$ cat src/rtl/fir_pkg.sv
// Shared definitions for the FIR output-side blocks: data width and the
// frame tracker state encoding.
package fir_pkg;

    localparam int unsigned DataWidth = 32;

    typedef enum logic [0:0] {
        StIdle,
        StInFrame
    } frame_state_e;

endpackage

$ cat src/rtl/fir_sm_fifo_if.sv
// AXI-Stream style handshake bundle; master drives valid/data/last, slave drives ready.
interface fir_sm_fifo_if
    import fir_pkg::*;
#(
    parameter int unsigned DW = DataWidth
) ();

    logic          tvalid;
    logic [DW-1:0] tdata;
    logic          tlast;
    logic          tready;

    modport master (output tvalid, output tdata, output tlast, input tready);
    modport slave  (input tvalid, input tdata, input tlast, output tready);

endinterface

$ cat src/rtl/fir_sm_fifo_frame_stat.sv
// Output-side frame tracker: counts popped beats and sums their data per frame,
// publishing length/sum with a one-cycle done pulse when the tlast beat leaves.
module fir_sm_fifo_frame_stat
    import fir_pkg::*;
#(
    parameter int unsigned DataW = DataWidth
) (
    input  logic             clk_i,
    input  logic             rst_i,
    input  logic             pop_i,
    input  logic [DataW-1:0] tdata_i,
    input  logic             tlast_i,
    output logic             frame_active_o,
    output logic             frame_done_o,
    output logic [31:0]      frame_len_o,
    output logic [31:0]      frame_sum_o
);

    frame_state_e state_q, state_d;
    logic [31:0]  len_acc_q, len_acc_d;
    logic [31:0]  sum_acc_q, sum_acc_d;
    logic [31:0]  frame_len_q, frame_len_d;
    logic [31:0]  frame_sum_q, frame_sum_d;
    logic         frame_done_q, frame_done_d;
    logic [31:0]  len_inc;
    logic [31:0]  sum_inc;

    always_comb begin
        state_d      = state_q;
        len_acc_d    = len_acc_q;
        sum_acc_d    = sum_acc_q;
        frame_len_d  = frame_len_q;
        frame_sum_d  = frame_sum_q;
        frame_done_d = 1'b0;
        // Length saturates rather than wrapping; the sum wraps mod 2^32.
        len_inc      = (len_acc_q == '1) ? len_acc_q : len_acc_q + 32'd1;
        sum_inc      = sum_acc_q + 32'(tdata_i);
        if (pop_i) begin
            if (tlast_i) begin
                state_d      = StIdle;
                frame_len_d  = len_inc;
                frame_sum_d  = sum_inc;
                frame_done_d = 1'b1;
                len_acc_d    = '0;
                sum_acc_d    = '0;
            end else begin
                state_d   = StInFrame;
                len_acc_d = len_inc;
                sum_acc_d = sum_inc;
            end
        end
    end

    always_ff @(posedge clk_i or posedge rst_i) begin
        if (rst_i) begin
            state_q      <= StIdle;
            len_acc_q    <= '0;
            sum_acc_q    <= '0;
            frame_len_q  <= '0;
            frame_sum_q  <= '0;
            frame_done_q <= 1'b0;
        end else begin
            state_q      <= state_d;
            len_acc_q    <= len_acc_d;
            sum_acc_q    <= sum_acc_d;
            frame_len_q  <= frame_len_d;
            frame_sum_q  <= frame_sum_d;
            frame_done_q <= frame_done_d;
        end
    end

    assign frame_active_o = (state_q == StInFrame);
    assign frame_done_o   = frame_done_q;
    assign frame_len_o    = frame_len_q;
    assign frame_sum_o    = frame_sum_q;

endmodule

$ cat src/rtl/fir_sm_fifo.sv
// Register-based show-ahead FIFO between the FIR stream output and the DMA side,
// with per-frame length/sum statistics taken on the output side.
module fir_sm_fifo
    import fir_pkg::*;
#(
    parameter int unsigned pDATA_WIDTH = DataWidth,
    parameter int unsigned pDEPTH      = 8,
    parameter int unsigned pLVL_WIDTH  = $clog2(pDEPTH) + 1
) (
    input  logic                  axis_clk,
    input  logic                  axis_rst,
    fir_sm_fifo_if.slave          s_axis,
    fir_sm_fifo_if.master         m_axis,
    output logic [pLVL_WIDTH-1:0] level,
    output logic                  frame_active,
    output logic                  frame_done,
    output logic [31:0]           frame_len,
    output logic [31:0]           frame_sum
);

    localparam int unsigned AddrW = $clog2(pDEPTH);
    localparam int unsigned PtrW  = AddrW + 1;

    logic [pDATA_WIDTH:0] mem_q [pDEPTH];
    logic [PtrW-1:0]      wr_ptr_q, wr_ptr_d;
    logic [PtrW-1:0]      rd_ptr_q, rd_ptr_d;
    logic                 run_q;
    logic                 empty, full, push, pop;
    logic [pDATA_WIDTH:0] head;

    always_comb begin
        empty = (wr_ptr_q == rd_ptr_q);
        full  = (wr_ptr_q[AddrW-1:0] == rd_ptr_q[AddrW-1:0]) &&
                (wr_ptr_q[AddrW] != rd_ptr_q[AddrW]);
        // run_q keeps ready low until the first edge after reset release.
        s_axis.tready = run_q && !full;
        push          = s_axis.tvalid && run_q && !full;
        head          = mem_q[rd_ptr_q[AddrW-1:0]];
        m_axis.tvalid = !empty;
        m_axis.tdata  = empty ? '0 : head[pDATA_WIDTH-1:0];
        m_axis.tlast  = !empty && head[pDATA_WIDTH];
        pop           = !empty && m_axis.tready;
        wr_ptr_d      = wr_ptr_q + PtrW'(push);
        rd_ptr_d      = rd_ptr_q + PtrW'(pop);
        level         = pLVL_WIDTH'(wr_ptr_q - rd_ptr_q);
    end

    always_ff @(posedge axis_clk or posedge axis_rst) begin
        if (axis_rst) begin
            wr_ptr_q <= '0;
            rd_ptr_q <= '0;
            run_q    <= 1'b0;
        end else begin
            wr_ptr_q <= wr_ptr_d;
            rd_ptr_q <= rd_ptr_d;
            run_q    <= 1'b1;
        end
    end

    // Storage needs no reset: output data is masked to zero while empty.
    always_ff @(posedge axis_clk) begin
        if (push) begin
            mem_q[wr_ptr_q[AddrW-1:0]] <= {s_axis.tlast, s_axis.tdata};
        end
    end

    fir_sm_fifo_frame_stat #(
        .DataW (pDATA_WIDTH)
    ) u_frame_stat (
        .clk_i          (axis_clk),
        .rst_i          (axis_rst),
        .pop_i          (pop),
        .tdata_i        (m_axis.tdata),
        .tlast_i        (m_axis.tlast),
        .frame_active_o (frame_active),
        .frame_done_o   (frame_done),
        .frame_len_o    (frame_len),
        .frame_sum_o    (frame_sum)
    );

endmodule

$ cat src/flat_wrapper.sv
// flat-port wrapper written by rule: the top's interface ports become plain ports
module fir_sm_fifo_flat import fir_pkg::*;
#(
    parameter int unsigned pDATA_WIDTH = DataWidth,
    parameter int unsigned pDEPTH      = 8,
    parameter int unsigned pLVL_WIDTH  = $clog2(pDEPTH) + 1
)
  (axis_clk, axis_rst, level, frame_active, frame_done, frame_len, frame_sum, s_axis_tvalid, s_axis_tdata, s_axis_tlast, s_axis_tready, m_axis_tvalid, m_axis_tdata, m_axis_tlast, m_axis_tready);
  fir_sm_fifo_if #(.DW(32)) s_axis_i ();
  fir_sm_fifo_if #(.DW(32)) m_axis_i ();
  input  logic axis_clk;
  input  logic axis_rst;
  output logic [pLVL_WIDTH-1:0] level;
  output logic frame_active;
  output logic frame_done;
  output logic [31:0] frame_len;
  output logic [31:0] frame_sum;
  input wire logic [$bits(s_axis_i.tvalid)-1:0] s_axis_tvalid;
  input wire logic [$bits(s_axis_i.tdata)-1:0] s_axis_tdata;
  input wire logic [$bits(s_axis_i.tlast)-1:0] s_axis_tlast;
  output wire logic [$bits(s_axis_i.tready)-1:0] s_axis_tready;
  output wire logic [$bits(m_axis_i.tvalid)-1:0] m_axis_tvalid;
  output wire logic [$bits(m_axis_i.tdata)-1:0] m_axis_tdata;
  output wire logic [$bits(m_axis_i.tlast)-1:0] m_axis_tlast;
  input wire logic [$bits(m_axis_i.tready)-1:0] m_axis_tready;
  assign s_axis_i.tvalid = s_axis_tvalid;
  assign s_axis_i.tdata = s_axis_tdata;
  assign s_axis_i.tlast = s_axis_tlast;
  assign s_axis_tready = s_axis_i.tready;
  assign m_axis_tvalid = m_axis_i.tvalid;
  assign m_axis_tdata = m_axis_i.tdata;
  assign m_axis_tlast = m_axis_i.tlast;
  assign m_axis_i.tready = m_axis_tready;
  fir_sm_fifo #(.pDATA_WIDTH(pDATA_WIDTH), .pDEPTH(pDEPTH), .pLVL_WIDTH(pLVL_WIDTH)) u_core (.axis_clk(axis_clk), .axis_rst(axis_rst), .s_axis(s_axis_i), .m_axis(m_axis_i), .level(level), .frame_active(frame_active), .frame_done(frame_done), .frame_len(frame_len), .frame_sum(frame_sum));
endmodule
$ cat config.mk
export PLATFORM = sky130hd
export DESIGN_NAME = fir_sm_fifo_flat
export DESIGN_NICKNAME = d
export VERILOG_FILES = /design/src/rtl/fir_pkg.sv /design/src/rtl/fir_sm_fifo_if.sv /design/src/rtl/fir_sm_fifo_frame_stat.sv /design/src/rtl/fir_sm_fifo.sv /design/src/flat_wrapper.sv
export SDC_FILE = /design/constraint.sdc
export NUM_CORES = 1
export LEC_CHECK = 0
export ABC_AREA = 0
export CAP_MARGIN = 25
export CORE_MARGIN = 1.5
export CORE_UTILIZATION = 57
export CTS_CLUSTER_DIAMETER = 60
export DETAILED_ROUTE_END_ITERATION = 8
export PLACE_DENSITY = 0.78
export SLEW_MARGIN = 20
export SYNTH_ARGS = -nofsm -noshare
export SYNTH_HDL_FRONTEND = slang
export SYNTH_SLANG_ARGS = --single-unit
$ cat constraint.sdc
create_clock -name axis_clk -period 6.8 [get_ports axis_clk]
set_clock_uncertainty 0.15 [all_clocks]
set_input_delay 1.36 -clock axis_clk [delete_from_list [all_inputs] [get_ports axis_clk]]
set_output_delay 1.36 -clock axis_clk [all_outputs]
set_load 0.05 [all_outputs]
* Word level (Yosys, flattened, before mapping)
Memories as Yosys holds them, arrays and structs flattened.
Index checks and enable logic that the tools add are counted.
** Storage, ports and cells
- Bits in writable memories :: 264
- Word-level logic and storage cells :: 37
- Bits in registers :: 139
- Input port bits :: 37
- Memories :: 1
- Output and inout port bits :: 105
** Memory list
- u_core.mem_q :: words 8, bits a word 33, rd ports 1, clocked after memory_dff 0, wr ports 1, line fir_sm_fifo.sv:24 : logic [pDATA_WIDTH:0] mem_q [pDEPTH];
** Cells by class
- Equality and inequality tests :: 4
- Muxes and demuxes :: 9
- Reduce and logical (&&, ||, !) cells :: 9
- $add $sub $neg :: 5
** Operators with widths (count)
- $mux 32 :: 4
- $add 32x1->32 const B :: 1
- $add 32x32->32 :: 1
- $eq 32x32->1 const B :: 1
- $add 4x1->4 :: 2
- $logic_and 1x1->1 :: 6
- $mux 1 :: 5
- $eq 4x4->1 :: 1
- $sub 4x4->4 :: 1
- $eq 3x3->1 :: 1
- $logic_not 1->1 :: 2
- $reduce_and 2->1 :: 1
- $ne 1x1->1 :: 1

* Logic depth before layout (Yosys ltp)
Gate-level depths: netlist of run 1.
- Word-level depth :: 6
- Mapped depth :: 19
- Mapped depth without buffers :: 15

* Hierarchy
From an unflattened synthesis of run 1, not the netlist that was laid out.
** Unflattened totals
- Cell total of the unflattened synthesis :: 1375
- Area total of the unflattened synthesis :: 18152.4 µm²
** Modules (own cells, without submodules)
- fir_sm_fifo :: instances 1, area an instance 10914.2 µm², cells each 587, seq. area each 8152.8 µm²
- fir_sm_fifo_frame_stat :: instances 1, area an instance 7238.2 µm², cells each 788, seq. area each 3253.1 µm²

* Worst setup path before layout of run 1
OpenSTA, ideal clock, no wires.
- Path type :: reg2reg
- Start point :: reg u_core.rd_ptr_q[1]
- End point :: reg u_core.u_frame_stat.sum_acc_q[28]
- Cell stages (with the launch flop) :: 20
- Slack :: 1.474 ns
- Library setup time :: 0.110 ns
- Required time :: 6.540 ns
- Period minus slack after synthesis :: 5.326 ns
- Arrival :: 5.065 ns
- Path buffers :: 4
- Cell sequence :: dfrtp_1 > clkbuf_1 > clkbuf_1 > inv_1 > ha_1 > and4_1 > buf_2 > clkbuf_1 > a21oi_1 > ha_1 > inv_1 > fa_1 > nor2b_1 > o31a_1 > a32oi_1 > a2111oi_2 > o21ai_0 > a31oi_1 > nor3_1 > o41ai_1
** On the way
- Longest elaborated chain between the ends :: 4
- Elaborated cells on any way between the ends :: 8
- Classes of those cells :: add/sub (1); eq/ne (1); mux (2); reduce/logical (3); memory (1)
** Ends and longest elaborated chain
- start, declared :: line fir_sm_fifo.sv:26 : logic [PtrW-1:0] rd_ptr_q, rd_ptr_d;
- start signal, assigned :: line fir_sm_fifo.sv:55 : rd_ptr_q <= rd_ptr_d;
- $mem_v2 8x33 / $eq 4x4->1 (equally long branches)
- $mux 32 (*) :: line fir_sm_fifo.sv:40 : m_axis.tdata = empty ? '0 : head[pDATA_WIDTH-1:0];
- named net m_axis_tdata[0] :: line flat_wrapper.sv:23 : output wire logic [$bits(m_axis_i.tdata)-1:0] m_axis_tdata;
- $add 32x32->32 (*) :: line fir_sm_fifo_frame_stat.sv:37 : sum_inc = sum_acc_q + 32'(tdata_i);
- $mux 32 (*) :: line fir_sm_fifo_frame_stat.sv:39 : if (tlast_i) begin
- end signal, assigned :: line fir_sm_fifo_frame_stat.sv:65 : sum_acc_q <= sum_acc_d;
- end, declared :: line fir_sm_fifo_frame_stat.sv:21 : logic [31:0] sum_acc_q, sum_acc_d;
The timed path passes the listed nets; every way through them passes the cells marked *.
A chain may end at the register's enable or synchronous reset.

* Worst setup path after layout of run 1
- Start point :: reg u_core.rd_ptr_q[1]
- End point :: out m_axis_tdata[22]
** On the way
- Longest elaborated chain between the ends :: 2
- Elaborated cells on any way between the ends :: 3
- Classes of those cells :: eq/ne (1); mux (1); memory (1)
** Ends and longest elaborated chain (line)
- $mem_v2 8x33 / $eq 4x4->1 (equally long branches)
- $mux 32 (*) :: fir_sm_fifo.sv:40
- end, declared :: flat_wrapper.sv:23
Mark *: on every way between the ends. The rest lies on a longest branch, timed or not.

==> results of run 1 <==
[metal layers]
layer | vias to the layer above | part of all wire (%) | wire (microns)
met1 | 5719 | 41 | 17310
met3 | 71 | 7.7 | 3248
met2 | 547 | 49 | 20580
li1 | 5217 | - | -
met5 | - | 0 | 0
met4 | 0 | 2.5 | 1038
[stage by stage]
step / worst slack [ns] / cells / hold slack (ns) / area (sq um) / util, %
floorplan: 1.474 / 1318 / 0.2973 / 17760 / -
CTS: 1.381 / 1885 / 0.3325 / 20970 / 68.37
global placement: 1.830 / 1807 / 0.3111 / 19590 / 63.87
global route: 1.251 / 1888 / 0.3497 / 21000 / 68.48
detailed placement: 1.773 / 1807 / 0.3148 / 19590 / 63.87
finish: 1.419 / 1889 / 0.3250 / 21000 / 68.48
[cells by family after synthesis]
| kind of cell | Yosys count | share of synthesized area (%) |
|---|---|---|
| and+or+nand+nor | 353 | 9.010 |
| AOI/OAI and AO/OA | 296 | 9.932 |
| adders and majority gates | 41 | 2.973 |
| xor gates and xnor gates | 61 | 3.008 |
| buffers and inverters | 89 | 1.986 |
| muxes | 74 | 8.855 |
| other | 1 | 0.02111 |
| DFF | 403 | 64.22 |
[worst paths after layout]
path | from | end | slack, ns
max | u_core.rd_ptr_q[1]$_DFF_PP0_ | m_axis_tdata[22] | 1.42
min | u_core.u_frame_stat.frame_len_o[10]$_DFFE_PP0P_ | u_core.u_frame_stat.frame_len_o[10]$_DFFE_PP0P_ | 0.33
max reg2reg | u_core.rd_ptr_q[1]$_DFF_PP0_ | u_core.u_frame_stat.sum_acc_q[28]$_DFFE_PP0P_ | 1.65
min reg2reg | u_core.u_frame_stat.frame_len_o[10]$_DFFE_PP0P_ | u_core.u_frame_stat.frame_len_o[10]$_DFFE_PP0P_ | 0.33
max in group asynchronous | axis_rst | u_core.rd_ptr_q[0]$_DFF_PP0_ | 4.12
min in group asynchronous | axis_rst | u_core.u_frame_stat.sum_acc_q[9]$_DFFE_PP0P_ | 1.24
[final cells by class]
type                    instances  area (sq um)  share of cell area, %
flip-flops and latches        403         11410                  54.33
repair buffers                162          1582                  7.530
well taps                     396         495.5                  2.359
clock inverters                26         249.0                  1.185
clock buffers                  52          1130                  5.379
diodes                          3         7.507                0.03574
inverters                      21         83.83                 0.3991
multi-input cells             826          6046                  28.78
[state kept, by name, indices dropped and copies added, names as in the netlist]
signal / cells
u_core.wr_ptr_q: 4
u_core.u_frame_stat.len_acc_q: 32
u_core.u_frame_stat.sum_acc_q: 32
u_core.mem_q: 264
u_core.u_frame_stat.frame_len_o: 32
u_core.rd_ptr_q: 4
u_core.u_frame_stat.frame_sum_o: 32
u_core.u_frame_stat.frame_active_o: 1
u_core.run_q: 1
u_core.u_frame_stat.frame_done_o: 1
[worst max-delay path, stage by stage, from the launching register on]
cell and delay, ns:
dfrtp_2 0.78, buf_4 0.62, mux4_2 0.36, nand2_1 0.07
a21oi_1 0.52, clkdlybuf4s50_1 0.92
[cell usage in the layout, fill, tap and decap left out, types with 8 or more instances in the layout]
master	synthesis	final
a21o_1	17	17
o21ai_0	123	123
nor3_1	10	8
buf_4	0	27
clkbuf_16	0	43
a31oi_1	8	8
nand2_1	220	218
xnor2_1	36	36
xor2_1	25	25
clkinv_1	1	9
nand4_1	8	8
clkdlybuf4s50_1	0	133
mux4_2	66	66
o21bai_1	9	9
edfxtp_1	264	264
inv_1	20	19
and3_1	8	8
ha_1	39	39
nand3_1	25	25
o31ai_1	23	23
dfrtp_1	139	137
nor2_1	34	27
a21oi_1	76	76
==> flow_metrics.env, run 1 <==
export IMPL_status="complete, no violations"
export IMPL_post_cts_setup_buffers=0
export IMPL_critical_path_class="flip-flop to output port"
export IMPL_worst_slew_pin_transition_ns=0.9270
export IMPL_synth_area_leaders="edfxtp_1, dfrtp_1, mux4_2"
export IMPL_max_fanout_on_critical_path=44
export IMPL_global_route_met2_utilization_pct=43.12
export IMPL_maximum_number_of_pins_on_one_net_before_global_route_repair=115
export IMPL_cts_buffer_count=43
export IMPL_route_final_wire_length_microns=42180
export IMPL_critical_path_arrival_ns=3.87
export IMPL_grt_first_pass_wirelength_microns=66420
export IMPL_postSynthCellCount=1318
export IMPL_fin_crit_sh_pct=79.13
export IMPL_finalWorstPathRequiredPeriod_ns=5.381
export IMPL_ys_seq_elements=403
export IMPL_critPathLaunchType="flip-flop"
export IMPL_cp_data_required_time_ns=5.29
export IMPL_globalRouteMet3Util_pct=4.295
export IMPL_holdBufCountCts=0
export IMPL_avgRoutedWirePerCell_microns=22.33
export IMPL_finalSetupViolCount=0
export IMPL_grt_use_met1_pct=37.23
export IMPL_core_sq_um=30670
export IMPL_commonest_cells_in_the_synthesized_netlist="edfxtp_1, nand2_1, dfrtp_1"
export IMPL_slew_violations=0
export IMPL_post_cts_resized_instances=0
export IMPL_place_port_buffers=141
export IMPL_num_vias=11550
export IMPL_min_path_type="flip-flop to flip-flop"
export IMPL_synth_nets=1396
export IMPL_floorplan_rows=64
export IMPL_yosysTopAreaCellShare_pct=44.63
export IMPL_seq_area_frac_synth_pct=64.22
export IMPL_dominantRegCellSynth="edfxtp_1"
export IMPL_tritoncts="built"
export IMPL_yosysMostFrequentCell="edfxtp_1"
export IMPL_rr_worst_depth=16
export IMPL_gr_usage_all_layers_pct=26.51
export IMPL_cts_htree_levels=2
export IMPL_antenna_found_initial=3
export IMPL_synth_avg_cell_area_sq_um=13.48
export IMPL_synth_lib_cells_used_distinct=69
export IMPL_finalWeightedCongestion=0.9353
export IMPL_grt_pass1_vias=11570
export IMPL_cts_root_buf="clkbuf_16"
export IMPL_maxSlewHeadroom_pct=37.97
export IMPL_die_w_microns=179.5
export IMPL_timing_hold_violations_final=0
export IMPL_drtIter0Drc=890
export IMPL_drt_pre_antenna_iters=6
export IMPL_final_nets=1535
export IMPL_worst_setup_path_end_kind="output port"
export IMPL_grt_ovfl_total=0
export IMPL_initial_core_util_pct=57.91
export IMPL_setup_repair_after_global_routing_missed_its_margin="no"
export IMPL_path_clk_slew_ns=0.06
export IMPL_asyncSetResetFlopFracSynth_pct=34.49
export IMPL_timing_max_cap_violations=0
export IMPL_synth_top_cell_by_area="edfxtp_1"
export IMPL_io_pin_count=142
export IMPL_worst_skew_pair_late_latency_ns=0.56
export IMPL_max_clock_path_buffers=3
export IMPL_filler_cell_count=2075
export IMPL_global_route_peak_usage_layer="met2"
export IMPL_numClockSinks=403
export IMPL_vias_per_cell=6.116
export IMPL_die_height_microns=179.5
export IMPL_route_antenna_remaining_nets=0
export IMPL_max_freq_mhz=185.8
export IMPL_floorplan_die_area_sq_um=32230
export IMPL_drc_errors=0
export IMPL_tns_ns=0
export IMPL_place_detailed_hpwl_microns=26130
export IMPL_number_of_enable_flip_flop_cells_after_synthesis=264
export IMPL_area_growth_synth_to_final_pct=18.25
export IMPL_yosysWarnings=0
export IMPL_layout_drive_gt1_share_pct=13.02
export IMPL_hold_depth=2
export IMPL_syn_area_sq_um=17760
Power of run 1 is left out: the tool's default activity adds up to more than one toggle a clock period on the data nets, which glitch-free logic cannot reach.
==> run 2: changes to the inputs <==
CORE_UTILIZATION = 53   (was 57)
PLACE_DENSITY = 0.77   (was 0.78)
clock period = 4.3 ns   (was 6.8 ns; I/O delays follow)
==> run 2 against run 1 <==
  * First-iteration DRC count increased by 36%
  * Cell count increased by 4.8%
  * Non-clock buffer count increased by 48
  * Critical endpoint is now u_core.u_frame_stat.sum_acc_q[30]$_DFFE_PP0P_
  * Sequential share of layout area decreased by 2.7 points
  * Routed wire length increased by 3.7%
  * Sequential cell count unchanged
  * Count of clock-buffer cells in the layout increased by 15
==> flow_metrics.env, run 2 (synthesized netlist as in run 1, its figures left out) <==
export IMPL_final_nets=1583
export IMPL_cts_htree_levels=2
export IMPL_timing_max_cap_violations=0
export IMPL_grt_first_pass_wirelength_microns=67180
export IMPL_post_cts_setup_buffers=0
export IMPL_setup_slack_ns=0.2328
export IMPL_antenna_found_initial=0
export IMPL_vias_per_cell=5.937
export IMPL_numClockSinks=403
export IMPL_met3WireLength_microns=3078
export IMPL_post_cts_resized_instances=0
export IMPL_critical_path_buf_inv_count=2
export IMPL_gr_usage_all_layers_pct=26.16
export IMPL_grt_ovfl_total=0
export IMPL_drt_pre_antenna_iters=7
export IMPL_tritoncts="built"
export IMPL_finalWorstPathRequiredPeriod_ns=4.067
export IMPL_grt_pass1_vias=11750
export IMPL_avgRoutedWirePerCell_microns=22.10
export IMPL_min_path_type="flip-flop to flip-flop"
export IMPL_cp_data_required_time_ns=4.57
export IMPL_worst_setup_path_end_kind="flip-flop"
export IMPL_pre_cts_ws_ns=0.06995
export IMPL_max_fanout_on_critical_path=16
export IMPL_floorplan_die_area_sq_um=34620
export IMPL_place_detailed_hpwl_microns=27670
export IMPL_holdBufCountCts=0
export IMPL_core_sq_um=32780
export IMPL_crit_path_cell_trace="ha_1 > and4_2 > buf_12 > a21oi_4 > ha_1 > inv_1 > fa_1 > nor2b_1 > o31a_1 > a32oi_1 > a2111oi_4 > o21ai_1 > a21oi_1 > mux2i_1 > nand2_1"
export IMPL_cts_root_buf="clkbuf_16"
export IMPL_worst_path_top_cell_family_by_delay="compound AO/OA/AOI/OAI gates"
export IMPL_post_route_m1_wl_microns=18540
export IMPL_layout_drive_gt1_share_pct=19.70
export IMPL_initial_core_util_pct=54.18
export IMPL_critical_path_arrival_ns=4.34
export IMPL_finalSetupViolCount=0
export IMPL_path_clk_slew_ns=0.06
export IMPL_drc_errors=0
export IMPL_place_port_buffers=141
export IMPL_slew_violations=0
export IMPL_maxSlewHeadroom_pct=36.47
export IMPL_floorplan_rows=66
export IMPL_max_clock_path_buffers=3
export IMPL_setup_repair_after_global_routing_missed_its_margin="yes"
export IMPL_worst_slew_pin_transition_ns=0.9443
export IMPL_die_w_microns=186.1
export IMPL_antenna_cells_inserted=0
export IMPL_cts_buffer_count=43
export IMPL_fin_crit_sh_pct=94.59
export IMPL_final_cell_mix="edfxtp_1, nand2_1, dfrtp_1"
export IMPL_die_height_microns=186.1
export IMPL_drtIter0Drc=1213
export IMPL_timing_critical_path_mode_cell="ha_1"
export IMPL_critPathLaunchType="flip-flop"
export IMPL_layout_commonest_cell="edfxtp_1"
export IMPL_cp_slowest_cell="dfrtp_4"
export IMPL_critical_path_class="flip-flop to flip-flop"
export IMPL_status="complete, no violations"
export IMPL_io_pin_count=142
export IMPL_num_vias=11760
export IMPL_routed_top_layer="met4"
export IMPL_maximum_number_of_pins_on_one_net_before_global_route_repair=114
export IMPL_route_final_wire_length_microns=43750
export IMPL_area_growth_synth_to_final_pct=24.51
export IMPL_largest_register_ff_count=264
export IMPL_finalWeightedCongestion=0.8912
export IMPL_max_freq_mhz=245.9
export IMPL_wl_met2_microns=21100
export IMPL_critical_path_max_stage_delay_ns=0.53
export IMPL_timing_hold_violations_final=0
export IMPL_worst_skew_pair_late_latency_ns=0.53
export IMPL_route_antenna_remaining_nets=0
run 2: per-layer routing:
metal	track usage, %	vias up
li1	-	5303
met3	3.444	80
met1	36.76	5891
met2	42.54	482
met5	0	-
met4	8.677	0
run 2: metrics by stage:
step	hold slack, ns	instances	setup TNS, ns	area [sq um]	util (%)
CTS	0.3342	1980	0	22100	67.41
global route	0.3480	1980	-0.03979	22120	67.46
finish	0.3244	1980	0	22120	67.46
detailed placement	0.3198	1902	0	20690	63.10
floorplan	0.2973	1318	-5.438	17960	-
global placement	0.3106	1902	0	20690	63.10
run 2: cell type report:
| class | instances | area, sq um |
|---|---|---|
| clock buffer | 67 | 1316 |
| tap | 442 | 553.0 |
| fill | 2281 | 10670 |
| multi-input combinational | 826 | 6257 |
| sequential | 403 | 11410 |
| inverter | 21 | 91.34 |
| timing repair buffer | 210 | 2391 |
| clock inverter | 11 | 95.09 |
run 2: path summary, 6_finish.rpt:
path                                                                         to                                            start  cells after the start  slack, ns
worst max register to register    u_core.u_frame_stat.sum_acc_q[30]$_DFFE_PP0P_                     u_core.rd_ptr_q[0]$_DFF_PP0_                     15       0.23
min in group asynchronous        u_core.u_frame_stat.frame_active_o$_DFFE_PP0P_                                         axis_rst                      2       0.66
worst max-delay path              u_core.u_frame_stat.sum_acc_q[30]$_DFFE_PP0P_                     u_core.rd_ptr_q[0]$_DFF_PP0_                     15       0.23
worst min-delay path            u_core.u_frame_stat.frame_len_o[10]$_DFFE_PP0P_  u_core.u_frame_stat.frame_len_o[10]$_DFFE_PP0P_                      2       0.32
max in group asynchronous         u_core.u_frame_stat.sum_acc_q[23]$_DFFE_PP0P_                                         axis_rst                      3       2.48
worst min register to register  u_core.u_frame_stat.frame_len_o[10]$_DFFE_PP0P_  u_core.u_frame_stat.frame_len_o[10]$_DFFE_PP0P_                      2       0.32
run 2: tightest hold or removal path: cells and delay by family (launching register included):
family / cells / cell delay, ns
flip-flops: 1 / 0.34
AO/OA/AOI/OAI: 1 / 0.06
AND/OR/NAND/NOR: 1 / 0.04
Power of run 2 is left out for the same reason.
